[src/rtl/muldiv_pkg.sv]
// Shared types and constants for the iterative RV32M multiply/divide unit.
// Optional build macro: MULDIV_FAST_MUL_EN (single-cycle multiplies in muldiv_unit).
package muldiv_pkg;

    // M-extension funct3 encodings
    typedef enum logic [2:0] {
        OP_MUL    = 3'b000,
        OP_MULH   = 3'b001,
        OP_MULHSU = 3'b010,
        OP_MULHU  = 3'b011,
        OP_DIV    = 3'b100,
        OP_DIVU   = 3'b101,
        OP_REM    = 3'b110,
        OP_REMU   = 3'b111
    } muldiv_op_e;

    typedef enum logic [1:0] {
        IDLE = 2'd0,
        PREP = 2'd1,
        CALC = 2'd2,
        FIN  = 2'd3
    } muldiv_state_e;

    localparam logic [31:0] MULDIV_DIV0_Q  = '1;
    localparam logic [31:0] MULDIV_INT_MIN = 32'h8000_0000;

    function automatic logic op_is_div(input muldiv_op_e op);
        return op inside {OP_DIV, OP_DIVU, OP_REM, OP_REMU};
    endfunction

    // rs1 is treated as signed for MULH, MULHSU, DIV and REM
    function automatic logic op_a_signed(input muldiv_op_e op);
        return op inside {OP_MULH, OP_MULHSU, OP_DIV, OP_REM};
    endfunction

    // rs2 is treated as signed for MULH, DIV and REM
    function automatic logic op_b_signed(input muldiv_op_e op);
        return op inside {OP_MULH, OP_DIV, OP_REM};
    endfunction

endpackage

[src/rtl/muldiv_iter_div.sv]
// Restoring divider datapath: one quotient bit per step on unsigned magnitudes.
// The quotient register starts out holding the dividend and shifts it out MSB first.
module muldiv_iter_div #(
    parameter int DATA_WIDTH = 32
) (
    input  logic                  clk,
    input  logic                  reset,
    input  logic                  load_i,
    input  logic                  step_i,
    input  logic [DATA_WIDTH-1:0] dividend_i,
    input  logic [DATA_WIDTH-1:0] divisor_i,
    output logic [DATA_WIDTH-1:0] quot_o,
    output logic [DATA_WIDTH-1:0] rem_o
);
    localparam int W = DATA_WIDTH;

    logic [W-1:0] quot_q, rem_q, dvsr_q;
    logic [W:0]   shifted;
    logic [W-1:0] diff;
    logic         fits;

    // Partial remainder gains the next dividend bit; the trial subtract only needs W bits
    // because it is kept only when the result is below the divisor.
    assign shifted = {rem_q, quot_q[W-1]};
    assign fits    = (shifted >= {1'b0, dvsr_q});
    assign diff    = shifted[W-1:0] - dvsr_q;

    // Load magnitudes, then shift in one quotient bit per step
    always_ff @(posedge clk or negedge reset) begin
        if (!reset) begin
            quot_q <= '0;
            rem_q  <= '0;
            dvsr_q <= '0;
        end else if (load_i) begin
            quot_q <= dividend_i;
            rem_q  <= '0;
            dvsr_q <= divisor_i;
        end else if (step_i) begin
            rem_q  <= fits ? diff : shifted[W-1:0];
            quot_q <= {quot_q[W-2:0], fits};
        end
    end

    assign quot_o = quot_q;
    assign rem_o  = rem_q;

endmodule

[src/rtl/muldiv_unit.sv]
// Iterative RV32M multiply/divide unit for the EX stage.
// FSM IDLE -> PREP -> CALC -> FIN; divide-by-zero and signed overflow skip CALC.
// Build macro MULDIV_FAST_MUL_EN: multiplies use one 33x33 signed product, IDLE -> FIN.
module muldiv_unit
    import muldiv_pkg::*;
#(
    parameter int DATA_WIDTH    = 32,
    parameter int OPCODE_LENGTH = 3
) (
    input  logic                     clk,
    input  logic                     reset,
    input  logic                     start,
    input  logic                     flush,
    input  logic [OPCODE_LENGTH-1:0] Funct3,
    input  logic [DATA_WIDTH-1:0]    SrcA,
    input  logic [DATA_WIDTH-1:0]    SrcB,
    output logic                     busy,
    output logic                     done,
    output logic [DATA_WIDTH-1:0]    Result
);
    localparam int W  = DATA_WIDTH;
    localparam int CW = $clog2(DATA_WIDTH);

    muldiv_state_e  state_q, state_d;
    logic [CW-1:0]  cnt_q, cnt_d;
    logic           done_q, done_d;
    logic [W-1:0]   result_q, result_d;

    muldiv_op_e     op_q;
    logic [W-1:0]   a_q, b_q;
    logic           neg_q, rem_neg_q;
    logic [W-1:0]   mcand_q;
    logic [2*W-1:0] prod_q;

    logic           accept;
    logic           is_div, a_neg, b_neg, div0, ovf, special;
    logic [W-1:0]   a_mag, b_mag;
    logic [W:0]     mul_sum;
    logic [2*W-1:0] prod_fix, prod_sel;
    logic [W-1:0]   quot, rem, quot_fix, rem_fix;
    logic [W-1:0]   fin_res;

    // flush wins over start, so a flushed cycle never accepts a new request
    assign accept = (state_q == IDLE) && start && !flush;

    // Operand decode from the latched request
    assign is_div  = op_is_div(op_q);
    assign a_neg   = op_a_signed(op_q) & a_q[W-1];
    assign b_neg   = op_b_signed(op_q) & b_q[W-1];
    assign a_mag   = a_neg ? -a_q : a_q;
    assign b_mag   = b_neg ? -b_q : b_q;
    assign div0    = is_div && (b_q == '0);
    // Signed divides have funct3[0]=0 (DIV, REM)
    assign ovf     = is_div && !op_q[0] && (a_q == W'(MULDIV_INT_MIN)) && (b_q == '1);
    assign special = div0 || ovf;

    // Shift-add: low half of prod_q starts as the multiplier and drains out LSB first
    assign mul_sum = {1'b0, prod_q[2*W-1:W]} + (prod_q[0] ? {1'b0, mcand_q} : '0);

    muldiv_iter_div #(
        .DATA_WIDTH (DATA_WIDTH)
    ) u_div (
        .clk        (clk),
        .reset      (reset),
        .load_i     (state_q == PREP),
        .step_i     (state_q == CALC),
        .dividend_i (a_mag),
        .divisor_i  (b_mag),
        .quot_o     (quot),
        .rem_o      (rem)
    );

    // Sign fix-up: quotient/product carry the XOR of operand signs, remainder the dividend sign
    assign prod_fix = neg_q ? -prod_q : prod_q;
    assign quot_fix = neg_q ? -quot : quot;
    assign rem_fix  = rem_neg_q ? -rem : rem;

`ifdef MULDIV_FAST_MUL_EN
    logic signed [W:0]     a_ext, b_ext;
    logic signed [2*W-1:0] fast_prod;
    assign a_ext     = {op_a_signed(op_q) & a_q[W-1], a_q};
    assign b_ext     = {op_b_signed(op_q) & b_q[W-1], b_q};
    assign fast_prod = (2*W)'(a_ext * b_ext);
    assign prod_sel  = fast_prod;
`else
    assign prod_sel  = prod_fix;
`endif

    // Final result selection, including the div-by-zero and overflow encodings
    always_comb begin
        fin_res = '0;
        case (op_q)
            OP_MUL:                       fin_res = prod_sel[W-1:0];
            OP_MULH, OP_MULHSU, OP_MULHU: fin_res = prod_sel[2*W-1:W];
            OP_DIV, OP_DIVU:              fin_res = div0 ? W'(MULDIV_DIV0_Q) :
                                                    ovf  ? W'(MULDIV_INT_MIN) : quot_fix;
            OP_REM, OP_REMU:              fin_res = div0 ? a_q : ovf ? '0 : rem_fix;
            default:                      fin_res = '0;
        endcase
    end

    // Next-state, counter, done pulse and result register update
    always_comb begin
        state_d  = state_q;
        cnt_d    = cnt_q;
        done_d   = 1'b0;
        result_d = result_q;
        case (state_q)
            IDLE: begin
                if (accept) begin
`ifdef MULDIV_FAST_MUL_EN
                    state_d = op_is_div(muldiv_op_e'(Funct3)) ? PREP : FIN;
`else
                    state_d = PREP;
`endif
                end
            end
            PREP: begin
                if (flush) begin
                    state_d = IDLE;
                end else if (special) begin
                    state_d = FIN;
                end else begin
                    state_d = CALC;
                    cnt_d   = CW'(W - 1);
                end
            end
            CALC: begin
                if (flush) begin
                    state_d = IDLE;
                end else if (cnt_q == '0) begin
                    state_d = FIN;
                end else begin
                    cnt_d = cnt_q - 1'b1;
                end
            end
            FIN: begin
                state_d = IDLE;
                if (!flush) begin
                    result_d = fin_res;
                    done_d   = 1'b1;
                end
            end
            default: state_d = IDLE;
        endcase
    end

    // Control and result registers
    always_ff @(posedge clk or negedge reset) begin
        if (!reset) begin
            state_q  <= IDLE;
            cnt_q    <= '0;
            done_q   <= 1'b0;
            result_q <= '0;
        end else begin
            state_q  <= state_d;
            cnt_q    <= cnt_d;
            done_q   <= done_d;
            result_q <= result_d;
        end
    end

    // Operand latch on accept, magnitude/sign capture in PREP, multiply step in CALC
    always_ff @(posedge clk or negedge reset) begin
        if (!reset) begin
            op_q      <= OP_MUL;
            a_q       <= '0;
            b_q       <= '0;
            neg_q     <= 1'b0;
            rem_neg_q <= 1'b0;
            mcand_q   <= '0;
            prod_q    <= '0;
        end else begin
            if (accept) begin
                op_q <= muldiv_op_e'(Funct3);
                a_q  <= SrcA;
                b_q  <= SrcB;
            end
            if (state_q == PREP) begin
                neg_q     <= a_neg ^ b_neg;
                rem_neg_q <= a_neg;
                mcand_q   <= a_mag;
                prod_q    <= {{W{1'b0}}, b_mag};
            end else if (state_q == CALC) begin
                prod_q <= {mul_sum, prod_q[W-1:1]};
            end
        end
    end

    assign busy   = (state_q != IDLE);
    assign done   = done_q;
    assign Result = result_q;

endmodule

[config.mk]
export PLATFORM = sky130hd
export DESIGN_NAME = muldiv_unit
export DESIGN_NICKNAME = d
export VERILOG_FILES = /design/src/rtl/muldiv_pkg.sv /design/src/rtl/muldiv_iter_div.sv /design/src/rtl/muldiv_unit.sv
export SDC_FILE = /design/constraint.sdc
export NUM_CORES = 1
export LEC_CHECK = 0
export ABC_CLOCK_PERIOD_IN_PS = 3800
export CORE_ASPECT_RATIO = 0.5
export CORE_MARGIN = 2
export CORE_UTILIZATION = 43
export CTS_CLUSTER_SIZE = 20
export DETAILED_ROUTE_END_ITERATION = 10
export PLACE_DENSITY = 0.62
export SLEW_MARGIN = 20
export SYNTH_ARGS = -nofsm -noshare
export SYNTH_HDL_FRONTEND = slang
export SYNTH_SLANG_ARGS = --single-unit
[constraint.sdc]
create_clock -name clk -period 3.8 [get_ports clk]
set_input_delay 0.57 -clock clk [delete_from_list [all_inputs] [get_ports clk]]
set_output_delay 0.57 -clock clk [all_outputs]
set_load 0.005 [all_outputs]
==> flow_summary.yaml, run 1 <==
outcome:
  status: "complete, no violations"
synth:
  ys_warn_count: 0
  synthArstFlopShare_pct: 100.0
  synth_area_leader_cell: "dfrtp_1"
  syn_inst: 2426
  synth_fp_nets: 2576
  synth-edff-count: 0
  yosysSeqAreaShare_pct: 35.76
  yosys_register_bits: 301
  ys_types: 81
  yosys.area.top_type_share_pct: 35.76
  synth_common_cells: "301 x dfrtp_1, 198 x nand2_1, 185 x o21ai_0"
  synthFlopType: "dfrtp_1"
  syn_area_um2: 21060
  synth.most_common_cell: "dfrtp_1"
  avgSynthCellArea_um2: 8.683
  synth_area_leaders: "dfrtp_1 36%, xnor2_1 6.0%, ha_1 4.6%, o21ai_0 4.4%, mux2_2 3.8%"
clocking:
  clk_pin_slew_ns: 0.07
  cts_buffers: 31
  cts_sinks: 301
  cts_buffer_depth: 3
  clock_latency_ns: 0.59
  tritoncts: "done"
  htreeDepth: 1
  cts_root_buf: "clkbuf_16"
placed_design:
  dp.cells: 3126
  hpwl_um: 55650
  gp_congestion: 0.9747
  port_buffers: 104
worst_setup_path:
  arrival_ns: 4.12
  slowest_stage: "or4_1"
  cp.required_ns: 4.27
  crit_cells: 8
  crit_buf_inv: 0
  cp_max_fo: 5
  crit_path_end_kind: "register"
  r2r-end: "Result[31]"
  cp_top_family: "simple AND/OR/NAND/NOR gates"
  crit_chain: "or4_1, or3_1, or4_1, or4_1, nor4_1, mux2i_1, nor2_1, o32a_1"
  endpoint: "Result[31]"
  path_common_cell: "or4_1"
  rr_startpoint: "prod_q[49]"
  critPathMaxStageDelay_ns: 0.67
  crit_type: "reg -> reg"
  r2r_slack_ns: 0.15
  cp-start-kind: "register"
  worst_r2r_path_depth: 8
  cp-startpoint: "prod_q[49]"
global_routing:
  grt_pass1_wl_um: 112000
  grt_max_degree: 158
  grt-ovfl-total: 0
  antenna_found_initial: 4
  grt_pass1_vias: 18020
  grt_usage_pct: 28.77
floorplan:
  die_height_um: 160.5
  num_rows: 57
  initial_core_util_pct: 43.50
  core_area_um2: 48430
  dieArea_um2: 50880
  die_x_um: 317.0
  ios: 105
power_and_ir_drop:
  p_leak_nw: 9.953
  ir_drop_v: 0.0008485
  power_density_nw_per_um2: 1115
detailed_routing:
  dr.pass1.iters: 6
  drc: 0
  viasPerCell: 6.160
  ant_nets: 0
  vias: 19640
  wl_um: 74810
  routedWlPerCell_um: 23.46
  detail_route.iter0.violations: 2288
sta:
  worstMarginPinSlew_ns: 1.216
  fin_setup_tns_ns: 0
  setup_viol: 0
  skew_ns: 0.01420
  finalCritPeriodShare_pct: 95.92
  finalHoldViolCount: 0
  report.final.slew_viol_count: 0
  maxSlewHeadroom_pct: 18.61
  fmaxAchievable_ghz: 0.2743
  rsz0062_at_grt: "no"
  fin_crit_ns: 3.645
worst_hold_path:
  hold_path.class: "in -> async"
cells_and_area:
  nets: 2665
  syn_to_final_growth_pct: 15.97
  drive_gt1_share_pct: 10.71
  final_cells: 3189
job:
  drv_cap: 0
worst reg2reg max path, delay by kind of cell (launching register included):
kind            cells  cell delay [ns]
compound gates      1             0.33
simple gates        6             2.59
flops               1             0.38
mux                 1             0.23
cells by family (layout without fill, tap and decap cells):
kind of cell	after synthesis	count (layout)	share of synthesized area [%]
mux	81	81	4.277
flops	301	301	35.76
fa+ha+maj	79	79	4.764
compound gates	769	769	24.84
buf+inv	303	416	5.495
other cells	0	1	0
xor+xnor	209	209	8.690
simple gates	684	684	16.18
layout make-up:
cell class	count	area, µm²
Sequential cell	301	7533
Inverter	149	559.3
Antenna cell	1	2.502
Timing Repair Buffer	210	1972
Clock buffer	38	822.0
Fill cell	4533	24000
Tap cell	649	812.0
Clock inverter	19	266.5
Multi-Input combinational cell	1822	12460
metrics by stage:
| stage | util (%) | power, mW | instance area [µm²] | setup slack (ns) | hold slack [ns] |
|---|---|---|---|---|---|
| 2_1_floorplan | - | 17.33 | 21060 | 0.3162 | 0.2744 |
| 3_3_place_gp | 48.01 | 23.17 | 23250 | 0.2168 | 0.4525 |
| 3_5_place_dp | 48.01 | 23.32 | 23250 | 0.1217 | 0.4611 |
| 4_1_cts | 50.26 | 26.78 | 24340 | 0.1021 | 0.03005 |
| 5_1_grt | 50.44 | 29.03 | 24420 | 0.0008447 | 0.05327 |
| 6_report | 50.44 | 27.23 | 24430 | 0.1550 | 0.01054 |
power breakdown:
group | switching, mW | internal, mW | total [mW]
Combinational | 10.4 | 6.64 | 17.0
Sequential | 2.01 | 4.83 | 6.84
Clock | 1.45 | 1.95 | 3.40
Total | 13.8 | 13.4 | 27.2
flip-flops by register name, summed over array words and instances, names as in the netlist:
signal / count
mcand_q: 32
done: 1
cnt_q: 5
prod_q: 64
neg_q: 1
op_q: 3
state_q: 2
u_div.dvsr_q: 32
u_div.rem_o: 32
u_div.quot_o: 32
Result: 32
rem_neg_q: 1
b_q: 32
a_q: 32
metal layers:
layer  up-vias  routed length [µm]  GRT usage [%]
met5         -                   0              0
met4         0                2222          7.547
met3       122                8224          8.846
met2       861               30540          39.84
met1      9615               33820          42.93
li1       9045                   -              -
placed cells by master, fill, tap and decap left out, types with 21 or more instances in the layout:
cell type	n
o211ai_1	84
a21oi_1	119
or3_1	32
o221ai_1	21
mux2_2	72
nor2_1	137
o41ai_1	27
nor3_1	63
clkdlybuf4s50_1	103
nand4_1	31
dfrtp_1	300
a31oi_1	23
or4_1	25
nand2_1	198
inv_1	147
ha_1	75
nand3_1	47
o21ai_0	185
o21a_1	44
buf_4	96
o31ai_1	63
xnor2_1	144
clkbuf_16	32
a21o_1	28
xor2_1	65
nor4_1	24
and2_1	38
a21boi_0	27
worst min path at each step:
stage / from / endpoint / slack [ns] / cells past startpoint
2_1_floorplan: reset / Result[0] / 0.27 / 0
3_3_place_gp: mcand_q[24] / mcand_q[24] / 0.45 / 1
3_5_place_dp: mcand_q[13] / mcand_q[13] / 0.46 / 1
4_1_cts: reset / u_div.dvsr_q[25] / 0.03 / 1
5_1_grt: reset / u_div.rem_o[30] / 0.05 / 1
6_report: reset / prod_q[29] / 0.01 / 1
repair_timing:
item                                    in CTS  in global routing
endpoints found under the setup margin       0                 16
hold endpoints to repair                     0                  0
hold buffers                                 0                  0
gates resized for setup                      0                  5
buffers inserted                             0                  4
Power figures use the tool's default switching activity.
==> run 2, diff against run 1 <==
ABC_CLOCK_PERIOD_IN_PS = unset   (was 3800)
CORE_UTILIZATION = 50   (was 43)
PLACE_DENSITY = 0.7   (was 0.62)
==> run 2 against run 1 <==
Compared with the run above:
- via count grew 0.82%
- total power fell by 0.27%
- register-to-register slack improved by 0.04 ns
- worst setup slack better by 0.043 ns
- final cell count fell by 3.6%
- utilization up 7.6 points
- fmax increased by 1.2%
- sequential power up 3.4%
- wire length down 1.5%
- flip-flop and latch count did not move
- combinational power about the same
- critical path type unchanged
- critical endpoint is now Result[13]
- largest cell class unchanged
- largest power group unchanged
==> flow_summary.yaml, run 2 (synthesized netlist as in run 1, its figures left out) <==
clocking:
  clock_latency_ns: 0.61
  cts_root_buf: "clkbuf_16"
  postCtsHoldBufs: 0
  cts_buffer_depth: 3
  clk_pin_slew_ns: 0.08
  cts_sinks: 301
  htreeDepth: 1
  tritoncts: "done"
  cts_buffers: 31
detailed_routing:
  wl_um: 73680
  viasPerCell: 6.443
  dr.pass1.iters: 6
  vias: 19810
  routedWlPerCell_um: 23.97
  drc: 0
  detail_route.iter0.violations: 2241
  ant_nets: 0
worst_setup_path:
  r2r_slack_ns: 0.20
  rr_startpoint: "prod_q[6]"
  crit_path_end_kind: "register"
  cp-start-kind: "register"
  cp.required_ns: 4.29
  cp_top_family: "simple AND/OR/NAND/NOR gates"
  r2r-end: "Result[13]"
  path_common_cell: "or4_4"
  crit_chain: "or4_4, or4_4, or3_1, buf_4, or4_1, o31ai_1, xor2_1, nor2_1, o32a_1"
  crit_buf_inv: 1
  critPathMaxStageDelay_ns: 0.57
  arrival_ns: 4.10
  worst_r2r_path_depth: 9
  slowest_stage: "or4_4"
  crit_type: "reg -> reg"
  cp_max_fo: 9
worst_hold_path:
  hold_path.class: "in -> async"
global_routing:
  antenna_found_initial: 1
  grt_pass1_vias: 18270
  grt_pass1_wl_um: 111400
  grt_usage_pct: 33.18
  grt-ovfl-total: 0
  grt_max_degree: 150
placed_design:
  port_buffers: 104
  gp_congestion: 0.9689
  hpwl_um: 55080
floorplan:
  dieArea_um2: 43890
  num_rows: 53
  die_x_um: 294.3
  core_area_um2: 41780
  initial_core_util_pct: 50.42
  die_height_um: 149.1
  ios: 105
cells_and_area:
  final_cell_mix: "300 x dfrtp_1, 198 x nand2_1, 185 x o21ai_0"
  largest_register_ffs: 64
  fillers: 3797
  drive_gt1_share_pct: 10.50
  syn_to_final_growth_pct: 15.05
  diodes: 0
  final_common_cell: "dfrtp_1"
  top_register: "prod_q"
  nets: 2651
sta:
  fin_crit_ns: 3.602
  fmaxAchievable_ghz: 0.2776
  skew_ns: 0.02773
  worstMarginPinSlew_ns: 1.056
  setup_viol: 0
  report.final.slew_viol_count: 0
  finalHoldViolCount: 0
  rsz0062_at_grt: "no"
  maxSlewHeadroom_pct: 29.20
  fin_setup_tns_ns: 0
  finalCritPeriodShare_pct: 94.79
power_and_ir_drop:
  power_density_nw_per_um2: 1121
  ir_drop_v: 0.0007267
  power_mw: 27.15
  p_leak_nw: 9.895
outcome:
  status: "complete, no violations"
job:
  drv_cap: 0
==> run 2: layer usage <==
metal,track usage (%),up-vias,part of all wire (%)
li1,-,9042,-
met1,48.41,9734,44
met2,47.06,919,41
met3,11.05,108,12
met4,7.577,2,2.2
met5,1.663,-,0.14
==> run 2: how the worst max path moves through the flow <==
stage / depth (start not counted) / startpoint / slack, ns / end
6_report: 9 / prod_q[6] / 0.20 / Result[13]
5_1_grt: 12 / b_q[1] / 0.02 / cnt_q[4]
4_1_cts: 12 / b_q[1] / 0.14 / cnt_q[4]
3_5_place_dp: 12 / b_q[1] / 0.17 / cnt_q[4]
3_3_place_gp: 8 / prod_q[49] / 0.17 / Result[31]
2_1_floorplan: 10 / prod_q[6] / 0.32 / Result[31]
==> run 2: area by class of cell <==
class / count / area [µm²] / area share [%]
multi-input combinational: 1822 / 12480 / 51.51
sequential: 301 / 7533 / 31.09
timing repair buffer: 196 / 1879 / 7.755
clock buffer: 36 / 834.6 / 3.444
tap: 550 / 688.2 / 2.840
inverter: 149 / 559.3 / 2.308
clock inverter: 20 / 255.2 / 1.053
==> run 2: repair_timing <==
item                       4_1_cts  5_1_grt
setup endpoints to repair        0       13
resized for setup                0       10
buffers inserted                 0        1
==> run 2: through the flow <==
step	hold WS, ns	instance area, µm²	std cells	util, %	setup WS, ns
floorplan	0.2744	21060	2426	-	0.3162
global placement	0.4540	23070	3016	55.22	0.1704
detailed placement	0.4626	23070	3016	55.22	0.1673
CTS	0.03289	24160	3072	57.83	0.1353
global route	0.06544	24230	3074	58.01	0.02266
finish	0.007663	24230	3074	58.01	0.1981
==> run 2: report_power, final <==
group	internal (mW)	switching, mW
Sequential	4.83	2.24
Combinational	6.60	10.1
Clock	1.86	1.50
